--- config.mk ---
export PLATFORM = sky130hd
export DESIGN_NAME = decoder_scan_n
export DESIGN_NICKNAME = d
export VERILOG_FILES = /design/src/rtl/decoder_scan_n.sv
export SDC_FILE = /design/constraint.sdc
export NUM_CORES = 1
export LEC_CHECK = 0
export BUFFER_PORTS_ARGS = -buffer_cell sky130_fd_sc_hd__buf_2
export CAP_MARGIN = 10
export CORE_ASPECT_RATIO = 0.9
export CORE_MARGIN = 5
export CORE_UTILIZATION = 50
export CTS_CLUSTER_SIZE = 25
export DETAILED_ROUTE_END_ITERATION = 7
export GPL_TIMING_DRIVEN = 0
export PLACE_DENSITY_LB_ADDON = 0.3
export SETUP_SLACK_MARGIN = 0.4
export SLEW_MARGIN = 0
export SYNTH_ARGS = -nofsm -noshare
export SYNTH_HDL_FRONTEND = slang
export SYNTH_SLANG_ARGS = --single-unit
--- constraint.sdc ---
create_clock -name clk -period 3.3 [get_ports clk]
set_input_delay 0.495 -clock clk [delete_from_list [all_inputs] [get_ports clk]]
set_output_delay 0.495 -clock clk [all_outputs]
set_load 0.1 [all_outputs]
--- src/rtl/decoder_scan_n.sv ---
// -----------------------------------------------------------------------------
// decoder_scan_n
//
// Registered SEL_W-to-NUM_OUT one-hot decoder with two modes:
//   direct (mode=0): decodes a selector taken through a valid/ready handshake.
//   scan   (mode=1): an internal counter walks the outputs, holding each
//                    position for dwell+1 cycles.
// Drives multiplexed digit/row enables, bank selects and chip selects.
//
// Optional build macro:
//   DECODER_SCAN_BLANK_EN - inserts a one-cycle all-zero BLANK state at each
//                           scan advance (break-before-make). Direct mode is
//                           unaffected.
//
// Handshake: a selector transfers on a rising edge where sel_valid & sel_ready
// are both high. sel_ready is combinational (en & ~mode & ~rst) and does not
// depend on sel_valid; sel_valid may be raised or dropped at any time.
//
// Ports:
//   clk        in   clock, all state changes on the rising edge
//   rst        in   synchronous active-high reset
//   en         in   block enable; en=0 clears outputs and returns to IDLE
//   mode       in   0 = direct, 1 = scan
//   sel_valid  in   selector offered on sel
//   sel        in   [SEL_W]   selector value (direct mode)
//   sel_ready  out  selector accepted this cycle
//   dwell      in   [DWELL_W] scan hold count (sampled only at position load)
//   y          out  [NUM_OUT] registered one-hot or all-zero output
//   idx        out  [SEL_W]   registered index of the asserted output
//   err        out  sticky out-of-range selector flag
//   wrap       out  one-cycle pulse when a scan sweep completes
//   dbg_state  out  [2] current FSM state (0 IDLE, 1 DIRECT, 2 SCAN, 3 BLANK)
// -----------------------------------------------------------------------------
module decoder_scan_n #(
  parameter int SEL_W   = 3,
  parameter int NUM_OUT = 8,
  parameter int DWELL_W = 8
) (
  input  logic               clk,
  input  logic               rst,
  input  logic               en,
  input  logic               mode,
  input  logic               sel_valid,
  input  logic [SEL_W-1:0]   sel,
  output logic               sel_ready,
  input  logic [DWELL_W-1:0] dwell,
  output logic [NUM_OUT-1:0] y,
  output logic [SEL_W-1:0]   idx,
  output logic               err,
  output logic               wrap,
  output logic [1:0]         dbg_state
);

  typedef enum logic [1:0] {
    IDLE   = 2'd0,
    DIRECT = 2'd1,
    SCAN   = 2'd2
`ifdef DECODER_SCAN_BLANK_EN
    ,
    BLANK  = 2'd3
`endif
  } state_t;

  // One extra bit so NUM_OUT = 2**SEL_W is representable in the range test.
  localparam logic [SEL_W:0]   NUM_OUT_V = (SEL_W + 1)'(NUM_OUT);
  localparam logic [SEL_W-1:0] LAST_IDX  = SEL_W'(NUM_OUT - 1);

  state_t             state, state_n;
  logic [NUM_OUT-1:0] y_n;
  logic [SEL_W-1:0]   idx_n;
  logic               err_n;
  logic               wrap_n;
  logic [DWELL_W-1:0] cnt, cnt_n;

  logic               sel_in_range;
  logic [SEL_W-1:0]   idx_adv;
  logic               in_scan;

  function automatic logic [NUM_OUT-1:0] onehot(input logic [SEL_W-1:0] i);
    logic [NUM_OUT-1:0] o;
    o = '0;
    for (int k = 0; k < NUM_OUT; k++) begin
      o[k] = (i == SEL_W'(k));
    end
    return o;
  endfunction

  assign sel_ready = en & ~mode & ~rst;
  assign dbg_state = state;

  assign sel_in_range = ({1'b0, sel} < NUM_OUT_V);
  // Wrap at NUM_OUT-1, never at 2**SEL_W-1.
  assign idx_adv      = (idx == LAST_IDX) ? '0 : idx + SEL_W'(1);
`ifdef DECODER_SCAN_BLANK_EN
  assign in_scan      = (state == SCAN) || (state == BLANK);
`else
  assign in_scan      = (state == SCAN);
`endif

  always_comb begin
    state_n = state;
    y_n     = y;
    idx_n   = idx;
    err_n   = err;
    wrap_n  = 1'b0;
    cnt_n   = cnt;

    if (!en) begin
      state_n = IDLE;
      y_n     = '0;
      idx_n   = '0;
      err_n   = 1'b0;
      cnt_n   = '0;
    end else if (!mode) begin
      state_n = DIRECT;
      cnt_n   = '0;
      // Leaving scan: drop the scan output first so a later transfer cannot
      // leave two bits set; a transfer on this same edge overrides below.
      if (state != DIRECT) begin
        y_n   = '0;
        err_n = 1'b0;
      end
      if (sel_valid) begin
        if (sel_in_range) begin
          y_n   = onehot(sel);
          idx_n = sel;
          err_n = 1'b0;
        end else begin
          y_n   = '0;
          err_n = 1'b1;
        end
      end
    end else if (!in_scan) begin
      // Scan entry from IDLE or DIRECT always restarts at position 0.
      state_n = SCAN;
      idx_n   = '0;
      y_n     = onehot('0);
      cnt_n   = dwell;
      err_n   = 1'b0;
    end else if ((state == SCAN) && (cnt != '0)) begin
      cnt_n = cnt - DWELL_W'(1);
    end else begin
`ifdef DECODER_SCAN_BLANK_EN
      if (state == SCAN) begin
        // Dwell expired: one all-zero cycle, idx and counter hold.
        state_n = BLANK;
        y_n     = '0;
      end else begin
        state_n = SCAN;
        idx_n   = idx_adv;
        y_n     = onehot(idx_adv);
        cnt_n   = dwell;
        wrap_n  = (idx == LAST_IDX);
      end
`else
      state_n = SCAN;
      idx_n   = idx_adv;
      y_n     = onehot(idx_adv);
      cnt_n   = dwell;
      wrap_n  = (idx == LAST_IDX);
`endif
    end
  end

  always_ff @(posedge clk) begin
    if (rst) begin
      state <= IDLE;
      y     <= '0;
      idx   <= '0;
      err   <= 1'b0;
      wrap  <= 1'b0;
      cnt   <= '0;
    end else begin
      state <= state_n;
      y     <= y_n;
      idx   <= idx_n;
      err   <= err_n;
      wrap  <= wrap_n;
      cnt   <= cnt_n;
    end
  end

endmodule

== Word level (Yosys, flattened, before mapping) ==
Index checks and enable logic that the tools add are counted.
Cells by class
  $add $sub $neg: 2
  equal/unequal tests: 20
  muxes and demuxes: 19
  bitwise operators: 6
  reductions and logical operators: 12
Operators with widths (number)
  $mux W8: 7
  $eq A3 B3 Y1 const B: 9
  $mux W3: 5
  $eq A3 B2 Y1 const B: 4
  $reduce_bool A8 Y1: 1
  $sub A8 B1 Y8 const B: 1
  $eq A3 B1 Y1 const B: 2
  $logic_not A3 Y1: 2
  $reduce_and A2 Y1: 3
  $mux W1: 5
  $reduce_or A5 Y1: 1
  $mux W2: 2
  $ne A2 B2 Y1 const B: 2
  $not A1 Y1: 4
  $add A3 B1 Y3 const B: 1
  $ne A3 B3 Y1 const B: 1
  $reduce_bool A3 Y1: 1
  $reduce_or A3 Y1: 1
  $and A1 B1 Y1: 2
  $eq A2 B2 Y1 const B: 1
  $ne A2 B1 Y1 const B: 1
  $reduce_bool A2 Y1: 1
  $reduce_or A2 Y1: 1
  $logic_and A1 B1 Y1: 1
Word-level totals
  register bits after elaboration: 23
  input bits: 16
  output and inout port bits: 16
  logic and storage cells: 66

== Depth between registers and ports, before layout ==
  word-level depth: 6
  mapped depth: 7
  gate-level depth less buffers: 6

== Least setup slack after synthesis ==
No wires, ideal clock.
  path kind: input-to-output
  start point: input rst
  end point: output sel_ready
  arrival: 2091 ps
  data required time: 2805 ps
  slack: 714 ps
  stages: 3
  path buffers: 1
  cells stage by stage: nand2b_1 clkbuf_1 nor2_1
Between the ends
  cells in the longest elaborated chain, start to end: 2
Ends and longest elaborated chain
  start: declaration: RTL line 40  | input logic rst,
  $not A1 Y1: RTL line 88  | assign sel_ready = en & ~mode & ~rst;
  $and A1 B1 Y1: RTL line 88
  end: declaration: RTL line 45  | output logic sel_ready,
Every way passes these cells.

== Worst setup path in the final report ==
Ends and elaborated chain as after synthesis.

==> summary.txt <==
Synthesis
  – Post-synthesis sequential area ratio: 36.4%
  – Yosys reg bits: 22
  – Post-Synthesis Cells: 141
  – Ys Warns: 0
  – Post-synthesis cell type count: 38
  – Avg Cell Area, Syn: 8.58 um2
  – Syn Nets: 161
  – Mapped Area: 1210 um2

Hold path
  – Hold path depth: 3
  – Worst min-delay path class: in -> reg

Placement
  – DPL Wire Length: 2.13 mm
  – PortBufs: 30
  – Placed Cells incl. Taps: 198
  – GP Congestion: 0.890

Cells and area
  – Layout Area Growth over Synthesis: 18.2%
  – Most frequent cells in the layout: buf_2, dfxtp_1, nor2_1
  – Ant. Diodes: 0
  – Share of cells above drive strength 1: 26.3%
  – Fin cells: 202
  – Commonest non-fill, non-tap cell in the layout: buf_2
  – Fill cells: 209
  – Final nets: 196

Power and ir drop
  – Comb pwr share: 22.6%
  – Clock share of power: 27.6%
  – Total Power: 0.564 mW
  – PD cells: 394 nW/um2
  – Sequential Power Share: 49.8%
  – Static leakage: 0.641 nW
  – P_int: 0.381 mW
  – VDD IR max: 0.000245 V
  – Sw Share: 32.4%
  – NetSw: 0.183 mW

Floorplan
  – Io pins: 32
  – Initial core utilization: 54.0%
  – Die Wd: 61.9 um
  – Core area: 2240 um2
  – Die area: 3500 um2
  – Num rows: 16
  – Die height: 56.7 um

Global route
  – Pin count of the biggest net entering global routing: 13
  – Aggregate global-route resource usage: 17.3%
  – Vias in the first global route: 1005
  – Initial antenna violation count: 0
  – Global route overflow: 0
  – First-pass GRT wire length: 4.50 mm

Critical path
  – CP arrival: 1.54 ns
  – Most used cell along the critical path: buf_2
  – Slowest cell on the critical path: buf_2
  – Reg2Reg Depth: 6
  – CP cell instances: buf_2 -> nand2b_1 -> clkbuf_1 -> nor2_1 -> buf_2
  – Critical Path Max Stage Delay: 0.43 ns
  – Largest delay share family, worst path: buffers and inverters
  – Startpoint Class: primary input
  – WS Path Type: in -> out
  – Levels on crit path: 5
  – Worst-path fanout max: 10
  – Critical path endpoint category: output port
  – Worst path buffer plus inverter count: 3
  – WP data required: 2.80 ns

Clock network
  – Clock Path Buffers: 2
  – CTS tree: built
  – Post-CTS Resized: 0
  – Clock latency on the worst-skew pair: 0.32 ns
  – H-Tree Depth: 1
  – Reg clk slew, reported paths: 0.13 ns
  – CTS root buffer: clkbuf_4
  – Clock sink count: 22
  – Postcts setup bufs: 0
  – CTS buffer count: 3
  – Cts-stage hold buffer count: 0

Timing
  – Final min period: 2.04 ns
  – TNS Setup: 0 ns
  – Clock Skew: 0.00732 ns
  – Actual slew at the worst max-slew pin: 0.699 ns
  – RSZ-0062 raised after global routing: no
  – Final hold vios: 0
  – Final setup fails: 0
  – Fin. max-slew vios: 0
  – Fmax: 491 MHz
  – Period utilization: 61.7%
  – Slew HR: 52.7%

Drt
  – Final WL: 2.76 mm
  – Via density: 5.52
  – Initial DRC count: 39
  – DRC viols: 0
  – Initial DRT Pass Iterations: 4
  – Via count: 1116
  – DRT antenna net count: 0
  – Routed wire length per instance: 13.7 um

Job
  – Max-cap violation count: 0

Outcome
  – Outcome: finished, final reports clean
[path summary, 6_finish.rpt]
check | from | to | slack (ns)
hold / removal | dwell[0] | cnt[0] | 0.39
setup reg to reg | cnt[0] | idx[0] | 1.43
setup / recovery | rst | sel_ready | 1.26
hold reg to reg | y[5] | y[5] | 0.52
[Yosys cell counts]
cell type | count | area, um2
ha_1 | 4 | 50.1
nor3b_2 | 1 | 12.5
nor2_2 | 1 | 6.26
dfxtp_1 | 22 | 440
buf_2 | 2 | 10.0
and3b_1 | 1 | 8.76
xor2_1 | 4 | 35.0
clkbuf_1 | 1 | 3.75
a21bo_1 | 1 | 10.0
or3b_1 | 1 | 8.76
buf_4 | 2 | 15.0
nand2_1 | 7 | 26.3
nor3b_1 | 1 | 7.51
nor3_1 | 8 | 40.0
nor4b_1 | 1 | 8.76
nor2b_1 | 3 | 18.8
conb_1 | 1 | 3.75
a311oi_1 | 1 | 8.76
mux2i_1 | 2 | 20.0
a21oi_1 | 11 | 55.1
a21boi_1 | 1 | 7.51
nand3b_1 | 3 | 22.5
o221a_2 | 3 | 33.8
nand4b_1 | 1 | 8.76
xnor2_1 | 2 | 17.5
o22ai_1 | 3 | 18.8
nor4_4 | 1 | 21.3
inv_1 | 6 | 22.5
nor2_1 | 18 | 67.6
or3b_2 | 1 | 8.76
a21oi_2 | 1 | 8.76
nor4_1 | 1 | 6.26
nand2b_1 | 5 | 31.3
o21ai_0 | 2 | 10.0
nand3_1 | 2 | 10.0
o32a_1 | 3 | 30.0
a211oi_1 | 11 | 82.6
or3_1 | 2 | 12.5
[through the flow]
step                      hold WS [ns]  util, %  setup WS [ns]  area, um2
after floorplan                  0.546        -          0.714       1210
after global placement           0.501     62.2           1.26       1390
after detailed placement         0.507     62.2           1.26       1390
after CTS                        0.389     63.8           1.25       1430
after global routing             0.383     63.8           1.17       1430
final                            0.394     63.8           1.26       1430
[layout make-up]
class	count	area [um2]	area share (%)
Buffer	5	28.8	2.01
Clock buffer	4	36.3	2.54
Inverter	6	22.5	1.57
Multi-Input combinational cell	108	718	50.2
Sequential cell	22	440	30.8
Tap cell	27	33.8	2.36
Timing Repair Buffer	30	150	10.5
[cells by family after synthesis]
| family | Yosys count | share of synthesized area, % |
|---|---|---|
| AOI/OAI and AO/OA | 37 | 21.9 |
| xor gates and xnor gates | 6 | 4.34 |
| adders and majority gates | 4 | 4.14 |
| buffers and inverters | 11 | 4.24 |
| DFF | 22 | 36.4 |
| muxes | 2 | 1.65 |
| other | 1 | 0.310 |
| and+or+nand+nor | 58 | 27.0 |
[power groups by stage]
stage               Combinational [mW]  Clock [mW]  Sequential (mW)
finish                           0.127       0.155            0.281
global route                     0.138       0.174            0.282
CTS                              0.127       0.161            0.281
detailed placement               0.127           0            0.287
global placement                 0.125           0            0.286
floorplan                       0.0654           0            0.319
[registers in the layout, indices dropped and copies added, names as in the netlist]
register   count
y              8
dbg_state      2
cnt            8
wrap           1
idx            3
[worst min-delay path: stages]
cell and delay [ns]:
buf_2 0.07, mux2i_1 0.05, nor2_1 0.07
[metal layers]
layer	vias up	wire [um]	global-route usage, %
met4	0	42	7.27
met2	36	1170	23.0
met1	491	1380	24.4
met3	5	168	6.42
li1	584	-	-
met5	-	0	0
No activity file was read; power rests on OpenSTA's default activity.
